==> src/rtl/des_pkg.sv <==
// Shared DES constants: block/half widths, IP and IP^-1 bit-index tables (0-based, MSB-first),
// and the serializer state encoding.
package des_pkg;

  localparam int BLK_W  = 64;
  localparam int HALF_W = 32;

  // FP_TBL[i] = index into the swapped word R16||L16 that lands in output bit i
  localparam int FP_TBL [0:63] = '{
    39,  7, 47, 15, 55, 23, 63, 31,
    38,  6, 46, 14, 54, 22, 62, 30,
    37,  5, 45, 13, 53, 21, 61, 29,
    36,  4, 44, 12, 52, 20, 60, 28,
    35,  3, 43, 11, 51, 19, 59, 27,
    34,  2, 42, 10, 50, 18, 58, 26,
    33,  1, 41,  9, 49, 17, 57, 25,
    32,  0, 40,  8, 48, 16, 56, 24
  };

  localparam int IP_TBL [0:63] = '{
    57, 49, 41, 33, 25, 17,  9,  1,
    59, 51, 43, 35, 27, 19, 11,  3,
    61, 53, 45, 37, 29, 21, 13,  5,
    63, 55, 47, 39, 31, 23, 15,  7,
    56, 48, 40, 32, 24, 16,  8,  0,
    58, 50, 42, 34, 26, 18, 10,  2,
    60, 52, 44, 36, 28, 20, 12,  4,
    62, 54, 46, 38, 30, 22, 14,  6
  };

  typedef enum logic {
    S_IDLE  = 1'b0,
    S_SHIFT = 1'b1
  } ser_state_e;

endpackage

==> src/rtl/des_fp_perm.sv <==
// Combinational half swap (L16||R16 -> R16||L16) followed by the DES final permutation IP^-1.
module des_fp_perm
  import des_pkg::*;
(
  input  logic [0:BLK_W-1] din_i,
  output logic [0:BLK_W-1] fp_o
);

  logic [0:BLK_W-1] x;

  assign x = {din_i[HALF_W:BLK_W-1], din_i[0:HALF_W-1]};

  for (genvar i = 0; i < BLK_W; i++) begin : g_fp
    assign fp_o[i] = x[FP_TBL[i]];
  end

endmodule

==> src/rtl/des_final_permutation.sv <==
// DES output stage: swap + IP^-1, 2-entry result FIFO, valid/ready output.
// Define DES_FP_BYTE_SERIAL_EN for an 8-bit DOUT that streams each block as 8 beats.
module des_final_permutation
  import des_pkg::*;
#(
  parameter int CNT_W = 16
) (
  input  logic             CLK,
  input  logic             RST,
  input  logic [0:63]      DIN,
  input  logic             DIN_VALID,
  output logic             DIN_READY,
`ifdef DES_FP_BYTE_SERIAL_EN
  output logic [0:7]       DOUT,
`else
  output logic [0:63]      DOUT,
`endif
  output logic             DOUT_VALID,
  input  logic             DOUT_READY,
  output logic [CNT_W-1:0] BLK_CNT
);

  logic [0:BLK_W-1] fp_d;
  logic [0:BLK_W-1] mem_q [2];
  logic             wr_ptr_q, rd_ptr_q;
  logic [1:0]       occ_q, occ_d;
  logic [CNT_W-1:0] cnt_q;
  logic [0:BLK_W-1] head;
  logic             push, pop, beat;

  des_fp_perm u_perm (
    .din_i (DIN),
    .fp_o  (fp_d)
  );

  assign head      = mem_q[rd_ptr_q];
  assign DIN_READY = (occ_q != 2'd2);
  assign push      = DIN_VALID && DIN_READY;
  assign beat      = DOUT_VALID && DOUT_READY;
  assign BLK_CNT   = cnt_q;

  always_comb begin
    occ_d = occ_q;
    case ({push, pop})
      2'b10:   occ_d = occ_q + 2'd1;
      2'b01:   occ_d = occ_q - 2'd1;
      default: occ_d = occ_q;
    endcase
  end

  always_ff @(posedge CLK or posedge RST) begin
    if (RST) begin
      mem_q[0] <= '0;
      mem_q[1] <= '0;
      wr_ptr_q <= 1'b0;
      rd_ptr_q <= 1'b0;
      occ_q    <= 2'd0;
      cnt_q    <= '0;
    end else begin
      if (push) begin
        mem_q[wr_ptr_q] <= fp_d;
        wr_ptr_q        <= ~wr_ptr_q;
      end
      if (pop) begin
        rd_ptr_q <= ~rd_ptr_q;
        cnt_q    <= cnt_q + CNT_W'(1);
      end
      occ_q <= occ_d;
    end
  end

`ifdef DES_FP_BYTE_SERIAL_EN
  ser_state_e state_q;
  logic [2:0] k_q;

  assign DOUT_VALID = (state_q == S_SHIFT);
  assign DOUT       = DOUT_VALID ? head[{k_q, 3'b000} +: 8] : '0;
  assign pop        = beat && (k_q == 3'd7);

  // k wraps 7->0 on its own, so the last beat needs no explicit clear
  always_ff @(posedge CLK or posedge RST) begin
    if (RST) begin
      state_q <= S_IDLE;
      k_q     <= 3'd0;
    end else begin
      case (state_q)
        S_IDLE: begin
          if (occ_q != 2'd0) state_q <= S_SHIFT;
        end
        S_SHIFT: begin
          if (beat) begin
            k_q <= k_q + 3'd1;
            if ((k_q == 3'd7) && (occ_d == 2'd0)) state_q <= S_IDLE;
          end
        end
        default: state_q <= S_IDLE;
      endcase
    end
  end
`else
  assign DOUT_VALID = (occ_q != 2'd0);
  assign DOUT       = DOUT_VALID ? head : '0;
  assign pop        = beat;
`endif

endmodule

==> config.mk <==
export PLATFORM = sky130hd
export DESIGN_NAME = des_final_permutation
export DESIGN_NICKNAME = d
export VERILOG_FILES = /design/src/rtl/des_pkg.sv /design/src/rtl/des_fp_perm.sv /design/src/rtl/des_final_permutation.sv
export SDC_FILE = /design/constraint.sdc
export NUM_CORES = 1
export LEC_CHECK = 0
export ABC_CLOCK_PERIOD_IN_PS = 8800
export BUFFER_PORTS_ARGS = -buffer_cell sky130_fd_sc_hd__buf_2
export CAP_MARGIN = 20
export CORE_MARGIN = 2
export CORE_UTILIZATION = 45
export DETAILED_ROUTE_END_ITERATION = 12
export GPL_ROUTABILITY_DRIVEN = 0
export GPL_TIMING_DRIVEN = 1
export HOLD_SLACK_MARGIN = 0.1
export PLACE_DENSITY = 0.72
export SYNTH_ARGS = -nofsm -noshare
export SYNTH_HDL_FRONTEND = slang
export SYNTH_HIERARCHICAL = 1
export SYNTH_SLANG_ARGS = --single-unit
export TNS_END_PERCENT = 10
==> constraint.sdc <==
create_clock -name CLK -period 8.8 [get_ports CLK]
set_input_delay 0.88 -clock CLK [delete_from_list [all_inputs] [get_ports CLK]]
set_output_delay 0.88 -clock CLK [all_outputs]
set_load 0.1 [all_outputs]
==> summary.txt, run 1 <==
Yosys
  – Seq cells post-synth: about 150
  – Synth Net Count: between 600 and 700
  – Ys async rst share: 100%
  – Leading cell types by total area after synthesis: dfrtp_1 52%, mux2_2 17%, mux2i_1 9.0%
  – Mapped Area: roughly 7000 µm²
  – Seq/Total Area, Yosys: 52.3%
  – Number of flops mapped to enable cells by yosys: 0
  – Top FF cell, synth: dfrtp_1
  – YS warnings: 6
  – Synth unique cells: 27
  – Yosys top cell area share: a little over half
  – Cell taking the most area after synthesis: dfrtp_1
  – Post-Synthesis Cells: ~550
  – Avg Cell Area, Syn: approximately 13 µm²

Finish
  – Layout Nets: between 700 and 800
  – Layout cells sized above 1: 45.7%
  – Commonest non-fill, non-tap cells in the layout: 149 x buf_2, 147 x dfrtp_1, 104 x mux2_2
  – Most common cell after layout, fill and taps aside: buf_2
  – Final Util: 53.5%
  – Ant diodes: 0
  – Area grow syn2layout: 15.6%

Timing
  – Setup slack after layout: 5380 ps
  – Hold WS: between 400 and 500 ps
  – Slew HR: between 30% and 40%
  – Clock Skews: approximately 6 ps
  – Worst-margin pin slew: 1030 ps
  – Final Max Tran Viols: 0
  – Fmax: a little under 0.3 GHz
  – Min cycle time layout: ~3400 ps
  – Endpoints failing setup: 0
  – TNS Setup: 0 ps
  – RSZ-0062 raised after global routing: no
  – Final count of hold timing violations: 0
  – Final Cycle Share: between 30% and 40%

CTS
  – Clock transition at path regs: 60 ps
  – CTS resizes: 0
  – CTS sink cnt: about 150
  – CTS buffer count: 17
  – Setup bufs post-CTS: 0
  – Clk_lat worst skew: between 400 and 500 ps
  – H-Tree Level Count: 4
  – Deepest clock path buffer count: 2
  – CTS root buf: clkbuf_16
  – CTS tree: built
  – Hold Buf Count CTS: 0

Global routing
  – Gr busiest metal: met2
  – Met3 capacity usage during global routing: 4.25%
  – First-pass GRT wire length: around 22000 µm
  – GR Layer Usage met2: a little over a quarter
  – Antenna violations before repair: 0
  – M1 GR Usage: around 21%
  – Largest net degree at the start of global routing: between 70 and 80
  – Vias in the first global route: 4431
  – All-Layer GR Usage: approximately 17%
  – Total gr overflow: 0

Floorplanning
  – # rows: 45
  – Overall die width: 129 µm
  – Starting Density: between 40 and 50%
  – Core outline area: around 15000 µm²
  – Chip Height: around 130 µm
  – IO Count: 150
  – Die ar.: 16800 µm²

Critical path
  – Critical path peak fanout: 34
  – Crit path arrival time: between 2000 and 3000 ps
  – CP peak stage delay: roughly 700 ps
  – R2r endpoint: occ_q[1]
  – CP Launch Type: flop
  – Worst R2R Setup Slack: roughly 6000 ps
  – Worst setup EP type: output pin
  – R2R depth: 8
  – Crit Path Class: flop to output pin
  – Reg-to-Reg Start: occ_q[0]
  – Cells along the critical path: nor2_4, buf_4, nor2_1, buf_2
  – Slowest CP cell: nor2_4
  – Worst EP required: 7920 ps

Worst hold path
  – Hold Path Origin: BLK_CNT[15]
  – Hold EP: BLK_CNT[15]
  – Worst hold path type: flop to flop
  – WHS Path Cells: 1

Routing
  – Final WL: 13200 µm
  – Pre-antenna DRT Iters: 6
  – Via count: around 4200
  – # DRC: 0
  – Routed Antenna Nets: 0
  – Detailed Route Iter0 Violations: roughly 170
  – WL/cell: 15.4 µm
  – Via-per-instance ratio: 4.92

Job
  – Max cap viols: 0

Outcome
  – Status: complete, no violations

Placed design
  – Setup slack after placement: around 5700 ps
  – DP HPWL: 8750 µm
  – Port Buf Inserts: 149
==> cells by family (layout without fill, tap and decap cells) <==
logic type | count (synthesis) | after routing | share of synthesized area, %
adder cells (fa/ha/maj) | 2 | 2 | 0.353
flip-flops | 148 | 148 | 52.3
buffers and inverters | 94 | 188 | 9.22
AND/OR/NAND/NOR | 96 | 96 | 6.15
multiplexers | 192 | 192 | 29.4
XOR/XNOR | 20 | 20 | 2.47
AO/OA/AOI/OAI | 1 | 1 | 0.106
==> cell usage after synthesis, types with 3 or more instances <==
cell type,instances
nand3_1,3
inv_1,4
buf_2,12
xnor2_1,15
buf_4,64
dfrtp_1,148
clkbuf_1,5
mux2_1,24
xor2_1,5
nor2_1,68
buf_1,3
mux2i_1,64
buf_6,6
nand2_1,12
mux2_2,104
==> through the flow <==
stage	std cells	cell area [µm²]
after floorplan	553	7080
after global placement	825	7490
after detailed placement	827	7540
after CTS	858	8190
after global routing	858	8190
final	858	8190
==> final cells by class <==
| class | count | area (µm²) |
|---|---|---|
| timing repair buffer | 153 | 808 |
| inverter | 4 | 20.0 |
| sequential | 148 | 3710 |
| clock buffer | 22 | 474 |
| clock inverter | 9 | 175 |
| multi-input combinational | 311 | 2740 |
| tap | 211 | 264 |
| fill | 1329 | 7130 |
==> worst max path at each step <==
stage / from / depth (start not counted) / end
floorplan: RST / 1 / BLK_CNT[0]
global placement: rd_ptr_q / 3 / DOUT[21]
detailed placement: occ_q[0] / 4 / DOUT[21]
CTS: occ_q[0] / 4 / DOUT[21]
global route: occ_q[0] / 4 / DOUT[21]
finish: occ_q[0] / 4 / DOUT[21]
==> layer usage <==
layer / routed length, µm / up-vias
met1: 5930 / 2116
met4: 276 / 0
met2: 6330 / 106
met5: 0 / -
met3: 681 / 23
li1: - / 1980
==> sequential cells by signal, indices dropped and copies added (netlist names) <==
| register | count |
|---|---|
| mem_q | 128 |
| rd_ptr_q | 1 |
| BLK_CNT | 16 |
| occ_q | 2 |
| wr_ptr_q | 1 |
==> critical path: cells and delay by family, from the launching register on <==
kind / cells / cell delay, ps
buf+inv: 2 / 810
simple gates: 2 / 840
flops: 1 / 460
Power of run 1 is left out: the tool's default activity adds up to more than one toggle a clock period on the data nets, which glitch-free logic cannot reach.
==> inputs of run 2 (changes only) <==
ABC_AREA = 1   (was unset)
ABC_CLOCK_PERIOD_IN_PS = 3280   (was 8800)
clock period = 3.28 ns   (was 8.8 ns; I/O delays follow)
==> run 2 against run 1 <==
- hold slack worse by 350 ps
- critical endpoint is now DOUT[11]
- worst setup slack worse by 4700 ps
- wire length is 17% higher
- flip-flop and latch count stayed put
- register-to-register slack lost 4700 ps
- non-clock buffer count rose by 6
- sequential share of layout area shrank 0.74 points
- clock skew rose by 1.1 ps
- count of clock-buffer cells in the layout down 5
- cell area increased by 1.6%
- largest cell class unchanged
==> summary.txt, run 2 <==
Routing
  – Pre-antenna DRT Iters: 5
  – Detailed Route Iter0 Violations: roughly 390
  – # DRC: 0
  – WL/cell: between 10 and 15 µm
  – Via-per-instance ratio: between 4 and 5
  – Via count: 5584
  – Final WL: roughly 15000 µm
  – Routed Antenna Nets: 0

Yosys
  – Seq cells post-synth: 148
  – Multiplexer share of the synthesized area: 0%
  – Synth Area in XOR/XNOR: roughly 1.7%
  – Top post-synthesis cells by count: 289 x nand2_1, 148 x dfrtp_1, 78 x inv_1, 68 x o21ai_0
  – Synth Area in Simple Gates: 16.7%
  – Post-Synthesis Cells: 873
  – Synth Area in Compound Gates: approximately 16%
  – Number of flops mapped to enable cells by yosys: 0
  – Synth Net Count: about 940
  – Adder and majority gate portion of the synthesized area: 0.341%
  – Mapped Area: roughly 7300 µm²
  – Ys async rst share: between 90% and 100%
  – Seq/Total Area, Yosys: between 50% and 60%
  – Most common cell in the synthesized netlist: nand2_1
  – Yosys top cell area share: about half
  – Leading cell types by total area after synthesis: dfrtp_1 50%, nand2_1 15%, buf_4 6.6%
  – Cell taking the most area after synthesis: dfrtp_1
  – Avg Cell Area, Syn: 8.41 µm²
  – Largest family of logic cells by synthesized area: simple AND/OR/NAND/NOR gates
  – Synth unique cells: 22
  – YS warnings: 6
  – Top FF cell, synth: dfrtp_1

Timing
  – Clock Skews: around 7 ps
  – Slew HR: approximately 47%
  – TNS Setup: 0 ps
  – RSZ-0062 raised after global routing: no
  – Final count of hold timing violations: 0
  – Final Cycle Share: between 70% and 80%
  – Worst-margin pin slew: 793 ps
  – Endpoints failing setup: 0
  – Fmax: roughly 0.4 GHz
  – Final Max Tran Viols: 0
  – Min cycle time layout: 2570 ps

Finish
  – Area grow syn2layout: 13.3%
  – Largest reg by FF count: mem_q
  – Fillers: about 1500
  – Most common cell after layout, fill and taps aside: nand2_1
  – Largest register FFs: between 100 and 150
  – Layout cells sized above 1: ~27%
  – Commonest non-fill, non-tap cells in the layout: 289 x nand2_1, 149 x buf_2, 147 x dfrtp_1
  – Layout Nets: 1008
  – Final Util: around 52%

Critical path
  – CP delay by family, top: buffers and inverters
  – Cells along the critical path: inv_2, buf_4, nand2_1, a21oi_1, buf_2
  – R2r endpoint: occ_q[1]
  – Worst EP required: around 3000 ps
  – R2R depth: 6
  – Crit Path Class: flop to output pin
  – Reg-to-Reg Start: occ_q[0]
  – CP peak stage delay: 560 ps
  – Worst R2R Setup Slack: approximately 1300 ps
  – CP Launch Type: flop
  – Worst Path Buf+Inv: 3
  – Slowest CP cell: dfrtp_2
  – Worst setup EP type: output pin
  – Crit path arrival time: around 2200 ps
  – Critical path peak fanout: 42

CTS
  – CTS tree: built
  – CTS sink cnt: 148
  – Hold Buf Count CTS: 0
  – H-Tree Level Count: 4
  – CTS buffer count: 17
  – Clock transition at path regs: ~70 ps
  – CTS resizes: 0
  – Setup bufs post-CTS: 0
  – CTS root buf: clkbuf_16
  – Deepest clock path buffer count: 2
  – Clk_lat worst skew: around 430 ps

Placed design
  – Port Buf Inserts: between 100 and 150
  – DP HPWL: around 10000 µm

Global routing
  – Vias in the first global route: 5293
  – All-Layer GR Usage: a little under a fifth
  – Antenna violations before repair: 1
  – Total gr overflow: 0
  – Largest net degree at the start of global routing: ~150
  – First-pass GRT wire length: 26200 µm

Outcome
  – Status: complete, no violations

Worst hold path
  – Worst hold path type: input pin to asynchronous set/reset pin

Floorplanning
  – Starting Density: around 46%
  – Overall die width: around 130 µm
  – Chip Height: roughly 130 µm
  – # rows: 46
  – IO Count: 150
  – Core outline area: around 16000 µm²
  – Die ar.: 17400 µm²

Job
  – Max cap viols: 0
run 2: final cells by class:
class	instances	area, µm²	area share (%)
antenna	1	2.50	0.0301
clock buffer	17	425	5.11
clock inverter	15	155	1.86
inverter	80	304	3.65
multi-input combinational	532	2590	31.1
sequential	148	3700	44.5
tap	216	270	3.25
timing repair buffer	159	871	10.5
run 2: worst min-delay path, delay by kind of cell:
family | cells | cell delay [ps]
buf+inv | 3 | 720
run 2: through the flow:
stage | area, µm² | cells | setup slack, ps | hold WS, ps
after floorplan | 7340 | 873 | 560 | 453
after detailed placement | 7740 | 1135 | 1170 | 468
after global placement | 7740 | 1135 | 1190 | 464
final | 8320 | 1168 | 715 | 127
after CTS | 8320 | 1167 | 693 | 136
after global routing | 8320 | 1167 | 560 | 152
run 2: how the worst max path moves through the flow:
| stage | from | to | slack [ps] | cells past startpoint |
|---|---|---|---|---|
| floorplan | rd_ptr_q | DOUT[41] | 560 | 4 |
| global placement | rd_ptr_q | DOUT[24] | 1190 | 5 |
| detailed placement | rd_ptr_q | DOUT[38] | 1170 | 5 |
| CTS | rd_ptr_q | DOUT[11] | 690 | 5 |
| global route | rd_ptr_q | DOUT[26] | 560 | 5 |
| finish | rd_ptr_q | DOUT[11] | 710 | 5 |
run 2: cells by family (layout without fill, tap and decap cells):
family                   count (synthesis)  after routing
AND/OR/NAND/NOR                        319            319
AO/OA/AOI/OAI                          197            197
buffers and inverters                  193            271
flip-flops                             148            148
adder cells (fa/ha/maj)                  2              2
XOR/XNOR                                14             14
other                                    0              1
run 2: per-layer routing:
layer,routed length [µm],part of all wire (%),up-vias,track usage [%]
li1,-,-,2813,-
met1,7100,46,2563,25.9
met2,7040,46,193,28.9
met3,1080,7.0,15,5.09
met4,196,1.3,0,5.80
met5,0,0,-,0
Power of run 2 is left out for the same reason.
